--- src/rtl/oserdes_tx_sequencer.sv ---
// Byte-level transmit sequencer feeding the oserdes8x parallel data input.
// Emits training bursts and idle fill, and frames payload as SOF, stuffed bytes, CRC-8, EOF.
module oserdes_tx_sequencer #(
  parameter int unsigned TRAIN_CYCLES  = 64,
  parameter logic [7:0]  TRAIN_PATTERN = 8'hF0,
  parameter logic [7:0]  IDLE_BYTE     = 8'hBC,
  parameter logic [7:0]  SOF_BYTE      = 8'hFB,
  parameter logic [7:0]  EOF_BYTE      = 8'hFD,
  parameter logic [7:0]  ESC_BYTE      = 8'h7D,
  parameter logic [7:0]  ESC_XOR       = 8'h20
) (
  input  logic        clk,
  input  logic        reset_clkdiv,
  input  logic [7:0]  s_data,
  input  logic        s_valid,
  input  logic        s_last,
  output logic        s_ready,
  input  logic        retrain,
  output logic [7:0]  tx_data,
  output logic        training,
  output logic        busy,
  output logic [15:0] frame_count
);

  localparam int unsigned CW = $clog2(TRAIN_CYCLES + 1);
  localparam logic [CW-1:0] TRAIN_LAST = CW'(TRAIN_CYCLES - 1);

  typedef enum logic [2:0] {
    ST_TRAIN   = 3'd0,
    ST_IDLE    = 3'd1,
    ST_SOF     = 3'd2,
    ST_PAYLOAD = 3'd3,
    ST_CRC     = 3'd4,
    ST_EOF     = 3'd5
  } state_e;

  state_e        state_q, state_d;
  logic [CW-1:0] train_cnt_q, train_cnt_d;
  logic [7:0]    tx_data_q, tx_data_d;
  logic          training_q, training_d;
  logic          busy_q, busy_d;
  logic [15:0]   frame_count_q, frame_count_d;
  logic [7:0]    crc_q, crc_d;
  logic          esc_pending_q, esc_pending_d;
  logic [7:0]    esc_byte_q, esc_byte_d;
  logic          last_q, last_d;
  logic          retrain_pending_q, retrain_pending_d;
  logic          in_frame_s;

  // CRC-8, poly 0x07, MSB-first, one byte per call.
  function automatic logic [7:0] crc8_byte(input logic [7:0] crc, input logic [7:0] d);
    logic [7:0] c;
    c = crc ^ d;
    for (int i = 0; i < 8; i++) begin
      c = c[7] ? ((c << 1) ^ 8'h07) : (c << 1);
    end
    return c;
  endfunction

  function automatic logic needs_esc(input logic [7:0] b);
    return (b == SOF_BYTE) || (b == EOF_BYTE) || (b == ESC_BYTE) || (b == IDLE_BYTE);
  endfunction

  assign in_frame_s = (state_q == ST_SOF) || (state_q == ST_PAYLOAD) ||
                      (state_q == ST_CRC) || (state_q == ST_EOF);
  assign s_ready    = (state_q == ST_PAYLOAD) && !esc_pending_q;

  // Next-state and byte selection for the registered outputs.
  always_comb begin
    state_d           = state_q;
    train_cnt_d       = train_cnt_q;
    tx_data_d         = IDLE_BYTE;
    frame_count_d     = frame_count_q;
    crc_d             = crc_q;
    esc_pending_d     = esc_pending_q;
    esc_byte_d        = esc_byte_q;
    last_d            = last_q;
    retrain_pending_d = retrain_pending_q;

    if (retrain && in_frame_s) begin
      retrain_pending_d = 1'b1;
    end else begin
      retrain_pending_d = retrain_pending_q;
    end

    case (state_q)
      ST_TRAIN: begin
        tx_data_d = TRAIN_PATTERN;
        if (train_cnt_q == TRAIN_LAST) begin
          train_cnt_d = '0;
          state_d     = ST_IDLE;
        end else begin
          train_cnt_d = train_cnt_q + CW'(1);
        end
      end
      ST_IDLE: begin
        tx_data_d = IDLE_BYTE;
        if (retrain || retrain_pending_q) begin
          retrain_pending_d = 1'b0;
          state_d           = ST_TRAIN;
        end else if (s_valid) begin
          state_d = ST_SOF;
        end else begin
          state_d = ST_IDLE;
        end
      end
      ST_SOF: begin
        tx_data_d = SOF_BYTE;
        crc_d     = 8'h00;
        state_d   = ST_PAYLOAD;
      end
      ST_PAYLOAD: begin
        if (esc_pending_q) begin
          tx_data_d     = esc_byte_q;
          esc_pending_d = 1'b0;
          state_d       = last_q ? ST_CRC : ST_PAYLOAD;
        end else if (s_valid) begin
          crc_d  = crc8_byte(crc_q, s_data);
          last_d = s_last;
          if (needs_esc(s_data)) begin
            tx_data_d     = ESC_BYTE;
            esc_pending_d = 1'b1;
            esc_byte_d    = s_data ^ ESC_XOR;
          end else begin
            tx_data_d = s_data;
            state_d   = s_last ? ST_CRC : ST_PAYLOAD;
          end
        end else begin
          tx_data_d = IDLE_BYTE;
        end
      end
      ST_CRC: begin
        if (esc_pending_q) begin
          tx_data_d     = esc_byte_q;
          esc_pending_d = 1'b0;
          state_d       = ST_EOF;
        end else if (needs_esc(crc_q)) begin
          tx_data_d     = ESC_BYTE;
          esc_pending_d = 1'b1;
          esc_byte_d    = crc_q ^ ESC_XOR;
        end else begin
          tx_data_d = crc_q;
          state_d   = ST_EOF;
        end
      end
      ST_EOF: begin
        tx_data_d     = EOF_BYTE;
        frame_count_d = frame_count_q + 16'd1;
        state_d       = ST_IDLE;
      end
      default: begin
        tx_data_d = TRAIN_PATTERN;
        state_d   = ST_TRAIN;
      end
    endcase

    training_d = (state_q == ST_TRAIN);
    busy_d     = in_frame_s;
  end

  // State and output registers; reset aborts any frame in progress.
  always_ff @(posedge clk or posedge reset_clkdiv) begin
    if (reset_clkdiv) begin
      state_q           <= ST_TRAIN;
      train_cnt_q       <= '0;
      tx_data_q         <= TRAIN_PATTERN;
      training_q        <= 1'b1;
      busy_q            <= 1'b0;
      frame_count_q     <= 16'h0000;
      crc_q             <= 8'h00;
      esc_pending_q     <= 1'b0;
      esc_byte_q        <= 8'h00;
      last_q            <= 1'b0;
      retrain_pending_q <= 1'b0;
    end else begin
      state_q           <= state_d;
      train_cnt_q       <= train_cnt_d;
      tx_data_q         <= tx_data_d;
      training_q        <= training_d;
      busy_q            <= busy_d;
      frame_count_q     <= frame_count_d;
      crc_q             <= crc_d;
      esc_pending_q     <= esc_pending_d;
      esc_byte_q        <= esc_byte_d;
      last_q            <= last_d;
      retrain_pending_q <= retrain_pending_d;
    end
  end

  assign tx_data     = tx_data_q;
  assign training    = training_q;
  assign busy        = busy_q;
  assign frame_count = frame_count_q;

endmodule

--- config.mk ---
export PLATFORM = sky130hd
export DESIGN_NAME = oserdes_tx_sequencer
export DESIGN_NICKNAME = d
export VERILOG_FILES = /design/src/rtl/oserdes_tx_sequencer.sv
export SDC_FILE = /design/constraint.sdc
export NUM_CORES = 1
export LEC_CHECK = 0
export BUFFER_PORTS_ARGS = -buffer_cell sky130_fd_sc_hd__buf_2
export CAP_MARGIN = 25
export CORE_UTILIZATION = 53
export CTS_CLUSTER_DIAMETER = 150
export DETAILED_ROUTE_END_ITERATION = 10
export PLACE_DENSITY = 0.74
export SLEW_MARGIN = 25
export SYNTH_ARGS = -nofsm -noshare
export SYNTH_HDL_FRONTEND = slang
export SYNTH_SLANG_ARGS = --single-unit
--- constraint.sdc ---
create_clock -name clk -period 3.3 [get_ports clk]
set_clock_uncertainty 0.1 [all_clocks]
set_input_delay 0.33 -clock clk [delete_from_list [all_inputs] [get_ports clk]]
set_output_delay 0.33 -clock clk [all_outputs]
set_load 0.01 [all_outputs]
==> results.toml, run 1 <==
[outcome]
status = "complete, no violations"

[timing]
layout_min_cycle_time_ns = 2.29
setup_viol = 0
period_share_pct = 69.4
rsz0062_at_grt = "no"
relSlewSlack_pct = 53.8
hold_viol = 0
max_freq_mhz = 437
holdWs_ns = 0.00927
maxSlewViolCount = 0
tightestPinTransition_ns = 0.693
tns_ns = 0

[critical_path]
crit_path_start_kind = "register"
cpPeakStageDelay_ns = 0.57
path_cells = "nor3b_1 -> a21oi_1 -> a211oi_4 -> mux2_4"
critical-path-top-delay-family = "compound AO/OA/AOI/OAI gates"
required_ns = 3.40
r2r_cells = 4
path_buf_inv = 0
reg2reg_to = "esc_byte_q[2]"
cp_data_arrival_time_ns = 2.39
crit_start = "state_q[0]"
r2r-start = "state_q[0]"
r2r_setup_slack_ns = 1.01
cp_max_fo = 17
crit_type = "register to register"
critical_path.endpoint = "esc_byte_q[2]"
critPathSlowestCell = "dfrtp_1"
cp_num_cells = 4
worstSetupEndpointType = "register"

[drt]
drt_iter0_drc = 146
wl_per_cell_um = 14.7
ant_nets = 0
viasPerCell = 5.68
vias = 2346
routed_wl_um = 6090
drtPass1Iterations = 4
drc = 0

[run]
maxCapViolCount = 0

[synthesis]
ys_ff_latch = 55
syn_area_um2 = 2990
synth_area_leader_cell = "dfrtp_1"
async_reset_ff_share_pct = 100
syn_inst = 305
synth_flop_cell = "dfrtp_1"
synth_area_leaders = "dfrtp_1 (42%), xnor2_1 (7.6%), nand2_1 (5.0%)"
synth.avg_cell_area_um2 = 9.80
synth-edff-count = 0
ys_warn_count = 0
seq_area_frac_synth_pct = 46.3
synth_top_area_share_pct = 41.9
syn-num-nets = 320
synth_cell_types = 52

[global_route]
antenna_found_initial = 0
grt.total_usage_pct = 22.2
grt_max_degree = 34
grt_overflow = 0
grt_pass1_wl_um = 10300
grt_pass1_vias = 2189

[placed_design]
port_buffers = 39
numPlacedInstances = 405
gp_congestion = 0.877
dp_hpwl_um = 4370
placed_area_um2 = 3240

[floorplanning]
coreArea_um2 = 5270
die_y_um = 77.1
die_area_um2 = 5940
fp.dieW_um = 77.1
start_util_pct = 56.7
num_rows = 26
ioPinCount = 40

[clocking]
numCtsBuffers = 5
cts_tree = "done"
hold_buffers = 0
path_clk_slew_ns = 0.11
htree_levels = 2
cts_setup_buffers = 0
clk_latency_ns = 0.32
root_buffer = "clkbuf_8"
clock-sinks = 55
cts.repair.resized = 0
cts_buffer_depth = 2

[finish]
drive_gt1_share_pct = 20.1
diodes = 0
multi_input_area_um2 = 1500
stdcell_count = 413
area_delta_synth_final_pct = 11.6
stdcell_area_um2 = 3330
seq_area_um2 = 1380
final_nets = 357
nFillCells = 446

[power]
p_per_area_nw_per_um2 = 345
power_leakage_nw = 1.60
max-vdd-ir-drop_uv = 173
p_total_mw = 1.15

[hold_path]
hold_class = "input pin to asynchronous set/reset pin"
==> registers in the layout, summed over array words and instances, names as in the netlist <==
signal,cells
busy,1
crc_q,8
esc_byte_q,8
esc_pending_q,1
frame_count,16
last_q,1
retrain_pending_q,1
state_q,3
train_cnt_q,7
training,1
tx_data,8
==> cells in the mapped netlist, types with 2 or more instances <==
cell       instances
inv_1             12
mux2_2             3
dfstp_2            5
nand2_1           40
nand2b_1           3
clkbuf_1           7
nor3b_1            2
a221oi_1           4
xnor3_1            4
a21boi_0           2
clkbuf_2           2
mux2i_1            6
a21oi_1           17
nor2b_1            2
ha_1               2
a31oi_1            9
a21o_1             2
xnor2_1           26
dfrtp_1           50
buf_2              2
mux2_4             2
nand4_1            4
or2_2              4
nand3_1           13
o2111ai_1          3
or3_1              3
o21a_1             3
o21ai_0           17
nor2_1            23
xor2_1             7
and3_1             5
==> layout make-up <==
cell class,instances,share of cell area [%]
Clock inverter,2,0.488
Multi-Input combinational cell,226,45.1
Inverter,12,1.35
Clock buffer,6,2.48
Tap cell,70,2.63
Sequential cell,55,41.5
Timing Repair Buffer,42,6.53
==> per-stage QoR <==
stage                     utilization (%)  worst slack, ns
after CTS                            63.3             1.02
after global routing                 63.3            0.858
after global placement               61.4             1.10
after floorplan                         -             1.28
final                                63.3             1.01
after detailed placement             61.4             1.05
==> worst min path at each step <==
| stage | from | endpoint |
|---|---|---|
| 5_1_grt | reset_clkdiv | frame_count[10] |
| 3_3_place_gp | frame_count[15] | frame_count[15] |
| 4_1_cts | reset_clkdiv | frame_count[14] |
| 3_5_place_dp | frame_count[15] | frame_count[15] |
| 2_1_floorplan | esc_byte_q[3] | esc_byte_q[3] |
| 6_report | reset_clkdiv | esc_byte_q[5] |
==> cells by family after synthesis <==
kind of cell / after synthesis / share of synthesized area [%]
and+or+nand+nor: 109 / 17.8
AOI/OAI and AO/OA: 67 / 14.9
DFF: 55 / 46.3
xor gates and xnor gates: 37 / 12.7
buffers and inverters: 24 / 3.43
muxes: 11 / 4.15
adders and majority gates: 2 / 0.837
==> report_power, final <==
part	internal (mW)	leakage (nW)	switching (mW)	total, mW
clock	0.172	0.0474	0.229	0.401
combinational	0.0309	0.834	0.0443	0.0752
sequential	0.674	0.716	0	0.674
==> metal layers <==
metal | GRT usage, % | share of wire [%] | up-vias
met3 | 4.05 | 4.6 | 5
met1 | 32.7 | 51 | 1131
met4 | 7.92 | 1.3 | 0
li1 | - | - | 1135
met2 | 32.6 | 43 | 75
met5 | 0 | 0 | -
==> cell usage in the layout, fill, tap and decap left out, types with 2 or more instances in the layout <==
cell       instances
o2111ai_1          3
or2_2              4
nand3_1           13
mux2i_1            6
mux2_4             2
dfstp_2            5
and3_1             5
a31oi_1            9
inv_1             11
xnor3_1            4
nor2_1            23
nor2b_1            2
xnor2_1           26
xor2_1             7
buf_2             39
a221oi_1           4
buf_4              3
dfrtp_1           50
o21ai_0           17
clkbuf_8           6
mux2_2             3
o21a_1             3
nand4_1            4
nand2b_1           3
or3_1              3
a21oi_1           17
nand2_1           40
ha_1               2
nor3b_1            2
a21boi_0           2
a21o_1             2
Power figures use the tool's default switching activity.
==> run 2: changes to the inputs <==
==> constraint.sdc (replaced) <==
create_clock -name clk -period 2.3 [get_ports clk]
set_clock_uncertainty 0.1 [all_clocks]
set_input_delay 0.23 -clock clk [delete_from_list [all_inputs] [get_ports clk]]
set_output_delay 0.23 -clock clk [all_outputs]
set_load 0.01 [all_outputs]
==> results.toml, run 2 (synthesis gave the netlist of run 1 again) <==
[drt]
wl_per_cell_um = 15.3
drt_iter0_drc = 192
vias = 2396
drc = 0
routed_wl_um = 6460
viasPerCell = 5.69
drtPass1Iterations = 4
ant_nets = 0

[placed_design]
gp_congestion = 0.939
dp_hpwl_um = 4640
port_buffers = 39
dpl_worst_slack_ns = 0.213

[finish]
drive_gt1_share_pct = 21.7
final_common_cell = "dfrtp_1"
area_delta_synth_final_pct = 14.7
largest_reg_flops = 16
final_nets = 365
diodes = 0
fin_util_pct = 65.0
mostFrequentLayoutCells = "dfrtp_1 (50), nand2_1 (40), buf_2 (39)"

[critical_path]
reg2reg_to = "esc_byte_q[1]"
worstSetupEndpointType = "register"
crit_type = "register to register"
required_ns = 2.44
r2r_cells = 6
r2r_setup_slack_ns = 0.18
cp_data_arrival_time_ns = 2.25
crit_path_start_kind = "register"
critical_path.endpoint = "esc_byte_q[1]"
crit_start = "crc_q[0]"
cp_max_fo = 7
r2r-start = "crc_q[0]"

[clocking]
clock-sinks = 55
root_buffer = "clkbuf_8"
cts.repair.resized = 0
cts_buffer_depth = 2
clk_latency_ns = 0.32
cts_setup_buffers = 0
hold_buffers = 1
htree_levels = 2
path_clk_slew_ns = 0.11
numCtsBuffers = 5
cts_tree = "done"

[timing]
maxSlewViolCount = 0
max_freq_mhz = 472
layout_min_cycle_time_ns = 2.12
holdWs_ns = 0.0241
period_share_pct = 92.1
setup_slack_ns = 0.182
tightestPinTransition_ns = 0.432
rsz0062_at_grt = "no"
relSlewSlack_pct = 71.0
hold_viol = 0
setup_viol = 0
tns_ns = 0

[floorplanning]
die_y_um = 77.1
num_rows = 26
fp.dieW_um = 77.1
coreArea_um2 = 5270
start_util_pct = 56.7
die_area_um2 = 5940
ioPinCount = 40

[global_route]
grt.total_usage_pct = 23.3
grt_pass1_wl_um = 10800
grt_pass1_vias = 2263
antenna_found_initial = 0
grt_max_degree = 56
grt_overflow = 0

[outcome]
status = "complete, no violations"

[hold_path]
hold_class = "input pin to register"

[power]
p_per_area_nw_per_um2 = 510
power_leakage_nw = 1.65
max-vdd-ir-drop_uv = 306
p_total_mw = 1.75

[run]
maxCapViolCount = 0
[run 2: worst min-delay path by stage]
stage / to / from / slack (ns) / depth (start not counted)
floorplan: last_q / s_last / 0.24 / 2
global placement: esc_byte_q[2] / reset_clkdiv / 0.20 / 3
detailed placement: tx_data[0] / reset_clkdiv / 0.20 / 3
CTS: last_q / s_last / 0.02 / 3
global route: last_q / s_last / 0.03 / 3
finish: last_q / s_last / 0.02 / 3
[run 2: critical path, cell delays in order, from the launching register on]
cell      delay (ns)
dfrtp_1         0.47
or3b_1          0.44
nor2_2          0.12
o21bai_2        0.12
a211oi_4        0.36
buf_4           0.20
mux2i_1         0.22
[run 2: cell type report]
type	count	area (um2)
Multi-Input combinational cell	226	1500
Clock buffer	5	68.8
Fill cell	431	1840
Timing Repair Buffer	50	293
Clock inverter	3	46.3
Tap cell	70	87.6
Inverter	12	45.0
Sequential cell	55	1380
[run 2: power breakdown]
group / internal, mW / total [mW] / switching (mW)
Clock: 0.329 / 0.666 / 0.338
Sequential: 0.967 / 0.967 / 0
Combinational: 0.0491 / 0.115 / 0.0659
Total: 1.34 / 1.75 / 0.404
[run 2: through the flow]
step | instances | area (um2)
final | 421 | 3430
after global routing | 421 | 3430
after CTS | 421 | 3430
after detailed placement | 412 | 3300
after global placement | 412 | 3300
after floorplan | 305 | 2990
[run 2: metal layers]
layer | GRT usage (%) | wire, um
met5 | 0 | 0
met4 | 8.68 | 119
met3 | 4.40 | 274
met2 | 35.4 | 2990
met1 | 33.2 | 3080
==> run 3: changes to the inputs <==
--- a/config.mk
+++ b/config.mk
@@ -11,6 +11,7 @@
 export CTS_CLUSTER_DIAMETER = 150
 export DETAILED_ROUTE_END_ITERATION = 10
 export PLACE_DENSITY = 0.74
+export RECOVER_POWER = 100
 export SLEW_MARGIN = 25
 export SYNTH_ARGS = -nofsm -noshare
 export SYNTH_HDL_FRONTEND = slang
==> results.toml, run 3 (synthesis gave the netlist of run 1 again) <==
[clocking]
htree_levels = 2
cts_setup_buffers = 0
clk_latency_ns = 0.32
cts_tree = "done"
cts_buffer_depth = 2
clock-sinks = 55
path_clk_slew_ns = 0.11
numCtsBuffers = 5
root_buffer = "clkbuf_8"

[timing]
holdWs_ns = 0.0233
layout_min_cycle_time_ns = 2.13
tightestPinTransition_ns = 1.31
hold_viol = 0
maxSlewViolCount = 0
rsz0062_at_grt = "no"
max_freq_mhz = 469
tns_ns = 0
setup_viol = 0
relSlewSlack_pct = 12.4
period_share_pct = 92.7

[hold_path]
hold_class = "input pin to register"
holdPathStages = 3

[floorplanning]
coreArea_um2 = 5270
start_util_pct = 56.7
ioPinCount = 40
num_rows = 26
die_area_um2 = 5940
die_y_um = 77.1
fp.dieW_um = 77.1

[finish]
drive_gt1_share_pct = 12.3
largest_reg_flops = 16
seq_area_um2 = 1380
final_nets = 365
mostFrequentLayoutCells = "dfrtp_1 (50), nand2_1 (40), clkbuf_1 (29)"
diodes = 0
nFillCells = 459
final_common_cell = "dfrtp_1"
area_delta_synth_final_pct = 12.3
multi_input_area_um2 = 1490

[critical_path]
crit_type = "register to register"
r2r_cells = 6
worstSetupEndpointType = "register"
cpPeakStageDelay_ns = 0.47
crit_path_start_kind = "register"
cp_data_arrival_time_ns = 2.27
cp_num_cells = 6
critical-path-top-delay-family = "simple AND/OR/NAND/NOR gates"
critPathSlowestCell = "dfrtp_1"
required_ns = 2.44
cp_max_fo = 7
path_cells = "or3b_1 -> nor2_2 -> o21bai_1 -> a211oi_4 -> buf_4 -> mux2i_1"
path_buf_inv = 1

[drt]
routed_wl_um = 6450
drt_iter0_drc = 171
ant_nets = 0
drc = 0
viasPerCell = 5.69
wl_per_cell_um = 15.3
drtPass1Iterations = 5
vias = 2396

[global_route]
grt_pass1_vias = 2263
grt_overflow = 0
antenna_found_initial = 0
grt_pass1_wl_um = 10800
grt.total_usage_pct = 23.3
grt_max_degree = 56

[power]
max-vdd-ir-drop_uv = 307
p_per_area_nw_per_um2 = 520
p_sw_share_pct = 23.1
switchingPower_mw = 0.403
power.clock.fraction_pct = 38.2
p_int_mw = 1.34
power_leakage_nw = 1.55
power_frac_comb_pct = 6.4
seqPwrFrac_pct = 55.4

[placed_design]
gp_congestion = 0.939
port_buffers = 39
dp_hpwl_um = 4640

[run]
maxCapViolCount = 0

[outcome]
status = "complete, no violations"
-- run 3: cell count changes in the layout (fill, tap and decap cells not counted), moves of 2 or more --
cell,before,now
clkbuf_1,0,29
buf_2,39,12
buf_4,9,6
clkbuf_2,0,2
mux2_1,0,2
mux2_4,2,0
-- run 3: per-stage QoR --
stage | worst slack, ns | util (%) | cells | cell area, um2 | power, mW
6_report | 0.169 | 63.7 | 421 | 3360 | 1.74
3_5_place_dp | 0.213 | 62.6 | 412 | 3300 | 1.10
3_3_place_gp | 0.302 | 62.6 | 412 | 3300 | 1.10
2_1_floorplan | 0.276 | - | 305 | 2990 | 1.06
5_1_grt | 0.0252 | 63.7 | 421 | 3360 | 1.80
4_1_cts | 0.199 | 65.0 | 421 | 3430 | 1.76
-- run 3: power groups by stage --
| stage | registers [mW] | logic, mW | clock network, mW |
|---|---|---|---|
| floorplan | 0.985 | 0.0748 | 0 |
| global placement | 0.985 | 0.111 | 0 |
| detailed placement | 0.985 | 0.114 | 0 |
| CTS | 0.967 | 0.116 | 0.677 |
| global route | 0.967 | 0.122 | 0.713 |
| finish | 0.967 | 0.111 | 0.667 |
-- run 3: metal layers --
layer | up-vias | GRT usage (%) | part of all wire, %
met2 | 93 | 35.4 | 46
met5 | - | 0 | 0
met1 | 1140 | 33.2 | 45
li1 | 1152 | - | -
met3 | 11 | 4.40 | 6.6
met4 | 0 | 8.68 | 1.6
-- run 3: cell type report --
class	instances	area share [%]
inverter	12	1.34
sequential	55	41.2
multi-input combinational	226	44.4
clock inverter	3	1.38
tap	70	2.61
clock buffer	5	2.05
timing repair buffer	50	6.97
-- run 3: worst reg2reg max path, stage by stage (launching register included) --
cell and delay (ns):
dfrtp_1 0.47, or3b_1 0.44, nor2_2 0.10, o21bai_1 0.17, a211oi_4 0.36, buf_4 0.20, mux2i_1 0.21
-- run 3: path summary, 6_finish.rpt --
| kind | from | endpoint | slack [ns] |
|---|---|---|---|
| worst max register to register | crc_q[0] | esc_byte_q[1] | 0.17 |
| min in group asynchronous | reset_clkdiv | esc_byte_q[3] | 0.79 |
| worst min register to register | frame_count[15] | frame_count[15] | 0.37 |
| max in group asynchronous | reset_clkdiv | state_q[2] | 0.52 |
| worst min-delay path | s_last | last_q | 0.02 |
| worst max-delay path | crc_q[0] | esc_byte_q[1] | 0.17 |
-- run 3: timing repair --
item | in CTS | in global routing
hold endpoints to repair | 50 | 0
hold buffers | 1 | 0
resized for setup | 0 | 0
